<file path="config.mk">
export PLATFORM = sky130hd
export DESIGN_NAME = serial_addsub_ctrl
export DESIGN_NICKNAME = d
export VERILOG_FILES = /design/src/rtl/serial_addsub_pkg.sv /design/src/rtl/adder.sv /design/src/rtl/serial_addsub_ctrl.sv
export SDC_FILE = /design/constraint.sdc
export NUM_CORES = 1
export LEC_CHECK = 0
export ABC_AREA = 1
export BUFFER_PORTS_ARGS = -buffer_cell sky130_fd_sc_hd__buf_2
export CORE_MARGIN = 5
export CORE_UTILIZATION = 40
export CTS_CLUSTER_DIAMETER = 150
export DETAILED_ROUTE_END_ITERATION = 8
export GPL_ROUTABILITY_DRIVEN = 0
export PLACE_DENSITY_LB_ADDON = 0.08
export SETUP_SLACK_MARGIN = 0.3
export SLEW_MARGIN = 20
export SYNTH_ARGS = -nofsm -noshare
export SYNTH_HDL_FRONTEND = slang
export SYNTH_SLANG_ARGS = --single-unit
</file>
<file path="constraint.sdc">
create_clock -name clk -period 1.4 [get_ports clk]
set_input_delay 0.21 -clock clk [delete_from_list [all_inputs] [get_ports clk]]
set_output_delay 0.21 -clock clk [all_outputs]
set_load 0.005 [all_outputs]
</file>
<file path="src/rtl/serial_addsub_pkg.sv">
// Shared types and constants for the bit-serial add/subtract sequencer.
package serial_addsub_pkg;

  typedef enum logic [1:0] {
    IDLE = 2'd0,
    RUN  = 2'd1,
    DONE = 2'd2
  } addsub_state_t;

  localparam logic OP_ADD = 1'b0;
  localparam logic OP_SUB = 1'b1;

endpackage

</file>
<file path="src/rtl/adder.sv">
// 1-bit full-adder cell. E inverts B so the same cell serves add and subtract.
module adder (
  input  logic A,
  input  logic B,
  input  logic CI,
  input  logic E,
  output logic CO,
  output logic S
);

  logic w_bx;

  // Sum and carry of A + (B ^ E) + CI.
  always_comb begin
    w_bx = B ^ E;
    S    = A ^ w_bx ^ CI;
    CO   = (A & w_bx) | (CI & (A ^ w_bx));
  end

endmodule

</file>
<file path="src/rtl/serial_addsub_ctrl.sv">
// Bit-serial add/subtract sequencer: one operand bit per clock through a
// single full-adder cell, LSB first, with a registered carry between bits.
// Optional abort input in RUN is enabled by defining SERIAL_ADDSUB_ABORT_EN.
//
//   state | meaning
//   ------+----------------------------------------------------------
//   IDLE  | waiting for start; operands latched on the accepting edge
//   RUN   | one bit per cycle through the adder cell, counter 0..WIDTH-1
//   DONE  | one-cycle done pulse, result/cout/overflow just updated
module serial_addsub_ctrl
  import serial_addsub_pkg::*;
#(
  parameter int WIDTH = 8
) (
  input  logic             clk,
  input  logic             reset_n,
  input  logic             start,
  input  logic             sub,
  input  logic [WIDTH-1:0] a,
  input  logic [WIDTH-1:0] b,
`ifdef SERIAL_ADDSUB_ABORT_EN
  input  logic             abort,
`endif
  output logic             busy,
  output logic             done,
  output logic [WIDTH-1:0] result,
  output logic             cout,
  output logic             overflow
);

  localparam int CNT_W = $clog2(WIDTH);
  localparam logic [CNT_W-1:0] LAST_BIT = CNT_W'(WIDTH - 1);
  localparam logic [CNT_W-1:0] MSB_M1   = CNT_W'(WIDTH - 2);

  addsub_state_t r_state;
  addsub_state_t w_next;

  logic [WIDTH-1:0] r_sa;
  logic [WIDTH-1:0] r_sb;
  // Holds the WIDTH-1 sum bits already produced; the current bit completes it.
  logic [WIDTH-2:0] r_sum;
  logic [CNT_W-1:0] r_cnt;
  logic             r_carry;
  logic             r_sub_q;
  logic             r_c_msb;
  logic [WIDTH-1:0] r_result;
  logic             r_cout;
  logic             r_ovf;

  logic             w_co;
  logic             w_s;
  logic [WIDTH-1:0] w_sum_next;
  logic             w_load;
  logic             w_step;
  logic             w_abort;
  logic             w_last;

  adder u_adder (
    .A  (r_sa[0]),
    .B  (r_sb[0]),
    .CI (r_carry),
    .E  (r_sub_q),
    .CO (w_co),
    .S  (w_s)
  );

  // State register with synchronous active-low reset.
  always_ff @(posedge clk) begin
    if (!reset_n) r_state <= IDLE;
    else          r_state <= w_next;
  end

  // Next-state logic.
  always_comb begin
    w_next = r_state;
    case (r_state)
      IDLE:    if (start) w_next = RUN;
      RUN: begin
        if (w_abort)     w_next = IDLE;
        else if (w_last) w_next = DONE;
      end
      DONE:    w_next = IDLE;
      default: w_next = IDLE;
    endcase
  end

  // Outputs and datapath controls decoded from state.
  always_comb begin
    busy   = (r_state != IDLE);
    done   = (r_state == DONE);
    w_load = (r_state == IDLE) && start;
`ifdef SERIAL_ADDSUB_ABORT_EN
    w_abort = (r_state == RUN) && abort;
`else
    w_abort = 1'b0;
`endif
    w_step     = (r_state == RUN) && !w_abort;
    w_last     = (r_cnt == LAST_BIT);
    w_sum_next = {w_s, r_sum};
  end

  // Operand shifters, carry chain, bit counter and result capture.
  always_ff @(posedge clk) begin
    if (!reset_n) begin
      r_sa     <= '0;
      r_sb     <= '0;
      r_sum    <= '0;
      r_cnt    <= '0;
      r_carry  <= 1'b0;
      r_sub_q  <= 1'b0;
      r_c_msb  <= 1'b0;
      r_result <= '0;
      r_cout   <= 1'b0;
      r_ovf    <= 1'b0;
    end else if (w_load) begin
      r_sa    <= a;
      r_sb    <= b;
      r_sub_q <= sub;
      // Subtract is A + ~B + 1; the +1 enters as the initial carry.
      r_carry <= (sub == OP_SUB);
      r_cnt   <= '0;
    end else if (w_abort) begin
      r_carry <= 1'b0;
      r_cnt   <= '0;
    end else if (w_step) begin
      r_carry <= w_co;
      r_sa    <= r_sa >> 1;
      r_sb    <= r_sb >> 1;
      r_sum   <= w_sum_next[WIDTH-1:1];
      r_cnt   <= r_cnt + CNT_W'(1);
      // Carry out of bit WIDTH-2 is the carry into the MSB.
      if (r_cnt == MSB_M1) r_c_msb <= w_co;
      if (w_last) begin
        r_result <= w_sum_next;
        r_cout   <= w_co;
        r_ovf    <= r_c_msb ^ w_co;
        r_cnt    <= '0;
      end
    end
  end

  assign result   = r_result;
  assign cout     = r_cout;
  assign overflow = r_ovf;

endmodule

</file>
==> flow_summary_export.csv <==
group,metric,value,unit
routing,viasPerCell,4.83,
layout,post-route-util,57.8,%
routing,antenna_left,0,
clocking,cts_num_sinks,41,
power,power.switching,0.697,mW
hold_path,min_path_type,"input port to register",
synth,ys_ff_latch,41,
grt,grt_pass1_wl,7.78,mm
synth,syn_avg_cell_area,7.26,um2
grt,overflow,0,
sta,slew_headroom,59.3,%
power,power,2.73,mW
power,clkPwrFrac,36.1,%
sta,fin_worst_skew,8.46,ps
synth,yosys_warnings,0,
worst_setup_path,critPathKind,"register to primary output",
synth,ys_top_cells_by_area,"dfxtp_1 44%, nand2_1 13%, nand3_1 8.8%",
routing,drt-initial-drc-count,65,
floorplanning,die_width,78.7,um
routing,dr_total_vias,1764,
sta,fmax,782,MHz
clocking,numCtsBuffers,5,
sta,finalHoldViolations,0,
grt,grt_pass1_vias,1773,
layout,areaGrowthSynthToFinish,42.7,%
floorplanning,pin_count,32,
clocking,h-tree-depth,2,
synth,netlist_area,1890,um2
worst_setup_path,critPathCaptureType,"primary output",
sta,final.min_clock_period,1280,ps
routing,dr.pass1.iters,4,
worst_setup_path,critPathMaxFanout,3,
power,pwr-share-seq,46.5,%
floorplanning,rows,25,
layout,finalNonFillerCells,365,
synth,netlist.area_leader.share,43.5,%
grt,track_usage,15.9,%
sta,report.final.slew_viol_count,0,
synth,yosys.cell_types.count,22,
sta,tns,0,ps
clocking,clkTransAtPathRegs,80,ps
layout,drive_gt1_share,41.2,%
clocking,ctsHoldBuffers,0,
placement,io_buffers,31,
floorplanning,coreArea,4660,um2
layout,nets,334,
power,p_per_area,1010,nW/um2
synth,synth_fp_nets,284,
power,p_comb_share,17.4,%
sta,rsz0062_at_grt,"yes",
clocking,clk_latency,290,ps
clocking,cts_root_buf,"clkbuf_8",
placement,dpl_cell_area,2120,um2
grt,antenna_found_initial,0,
synth,yosysSeqAreaShare,43.5,%
power,leakage,1.24,nW
clocking,cts_buffer_depth,2,
worst_setup_path,crit_chain,"buf_12 -> inv_8 -> buf_6 -> nor2_2 -> buf_2",
sta,period_share,91.3,%
floorplanning,die_h,78.7,um
sta,worst_pin_slew,607,ps
worst_setup_path,crit_required,1190,ps
flow_run,drv_cap,0,
grt,grt_max_degree,24,
routing,wirelength,4.48,mm
power,p_int,2.03,mW
layout,fillerInstances,427,
layout,fin_area,2690,um2
floorplanning,initial_core_util,40.5,%
power,irDropWorstVdd,0.388,mV
sta,finalSetupViolCount,0,
status,status,"complete, no violations",
synth,yosys.area.top_type,"dfxtp_1",
placement,dp.cells,342,
power,netSwitchingFraction,25.6,%
placement,dpl.hpwl,2.76,mm
clocking,cts_tree,"yes",
worst_setup_path,start_kind,"register",
routing,drc,0,
layout,diodes,0,
worst_setup_path,crit_arrival,1070,ps
synth,synth_cells,260,
floorplanning,die_area,6190,um2
worst_setup_path,slowest_stage,"dfxtp_4",
worst_setup_path,max_stage_delay,360,ps
routing,post_drt_wl_per_cell,12.3,um
## power by group through the flow
stage | sequential [mW] | clock [mW] | combinational [mW]
final | 1.27 | 0.985 | 0.473
after global routing | 1.28 | 1.06 | 0.528
after CTS | 1.27 | 1.03 | 0.438
after detailed placement | 1.30 | 0 | 0.330
after global placement | 1.30 | 0 | 0.330
after floorplan | 1.28 | 0 | 0.249
## cells by family (layout without fill, tap and decap cells)
kind of cell	Yosys count	count (layout)	share of synthesized area (%)
flip-flops	41	41	43.5
AND/OR/NAND/NOR	132	133	30.2
buffers and inverters	43	93	10.3
AO/OA/AOI/OAI	38	38	12.1
XOR/XNOR	2	2	0.929
adder cells (fa/ha/maj)	4	4	3.05
## through the flow
| stage | hold WS (ps) | setup slack [ps] |
|---|---|---|
| after CTS | 142 | 153 |
| after floorplan | 353 | 199 |
| final | 153 | 122 |
| after global placement | 451 | 123 |
| after global routing | 174 | 64.1 |
| after detailed placement | 456 | 101 |
## synthesized netlist by cell type
| library cell | number |
|---|---|
| a21oi_1 | 13 |
| a21oi_2 | 7 |
| buf_2 | 5 |
| buf_4 | 3 |
| buf_6 | 2 |
| clkbuf_1 | 3 |
| clkinv_1 | 1 |
| dfxtp_1 | 41 |
| fa_1 | 1 |
| ha_1 | 3 |
| inv_1 | 26 |
| inv_2 | 3 |
| nand2_1 | 63 |
| nand2_4 | 2 |
| nand3_1 | 33 |
| nand4_1 | 1 |
| nor2_1 | 31 |
| nor2_4 | 2 |
| o21ai_0 | 13 |
| o21ai_1 | 4 |
| o21ai_4 | 1 |
| xnor2_1 | 2 |
## routing by layer
metal	global-route usage [%]	vias up	wire [um]
met5	0	-	0
met4	5.77	0	62
met3	4.36	6	225
met2	28.5	30	2310
met1	17.8	801	1890
li1	-	927	-
## what timing repair did
| item | CTS | global route |
|---|---|---|
| pin swaps | 26 | 7 |
| endpoints found under the hold margin | 0 | 0 |
| setup endpoints to repair | 43 | 43 |
| resized for setup | 58 | 29 |
| buffers inserted | 12 | 1 |
| gates cloned | 2 | 0 |
## registers in the layout, indices dropped and copies added, names as in the netlist
register / cells
cout: 1
overflow: 1
r_c_msb: 1
r_carry: 1
r_cnt: 3
r_sa: 8
r_sb: 8
r_state: 2
r_sub_q: 1
r_sum: 7
result: 8
## area by class of cell
type                            count  area, um2  share of cell area, %
Sequential cell                    41        833                   30.9
Clock inverter                      1       30.0                   1.12
Inverter                           30        130                   4.83
Clock buffer                        7       86.3                   3.21
Tap cell                           54       67.6                   2.51
Timing Repair Buffer               55        463                   17.2
Multi-Input combinational cell    177       1080                   40.2
## final timing paths
kind | start | end | slack [ps] | depth (start not counted)
worst max-delay path | r_state[1]$_SDFFE_PN0P_ | done | 120 | 5
worst min-delay path | b[7] | r_sb[7]$_SDFFE_PN0P_ | 150 | 3
worst max register to register | r_state[1]$_SDFFE_PN0P_ | result[7]$_SDFFE_PN0P_ | 140 | 9
worst min register to register | r_sa[3]$_SDFFE_PN0P_ | r_sa[3]$_SDFFE_PN0P_ | 460 | 2
## layout by cell type (no fill, tap or decap), types with 9 or more instances in the layout
cell | netlist | routed
buf_4 | 3 | 11
nand3_1 | 33 | 18
nand2_1 | 63 | 52
inv_1 | 26 | 23
nand3_2 | 0 | 15
a21oi_2 | 7 | 9
a21oi_1 | 13 | 11
nor2_1 | 31 | 29
buf_2 | 5 | 30
nand2_2 | 0 | 10
dfxtp_1 | 41 | 35
o21ai_1 | 4 | 10
## critical path, delay by kind of cell (launching register included)
| kind | cells | cell delay, ps |
|---|---|---|
| flip-flops | 1 | 360 |
| buffers and inverters | 4 | 340 |
| AND/OR/NAND/NOR | 1 | 70 |
Note: power is estimated with default switching activity, not from simulation.
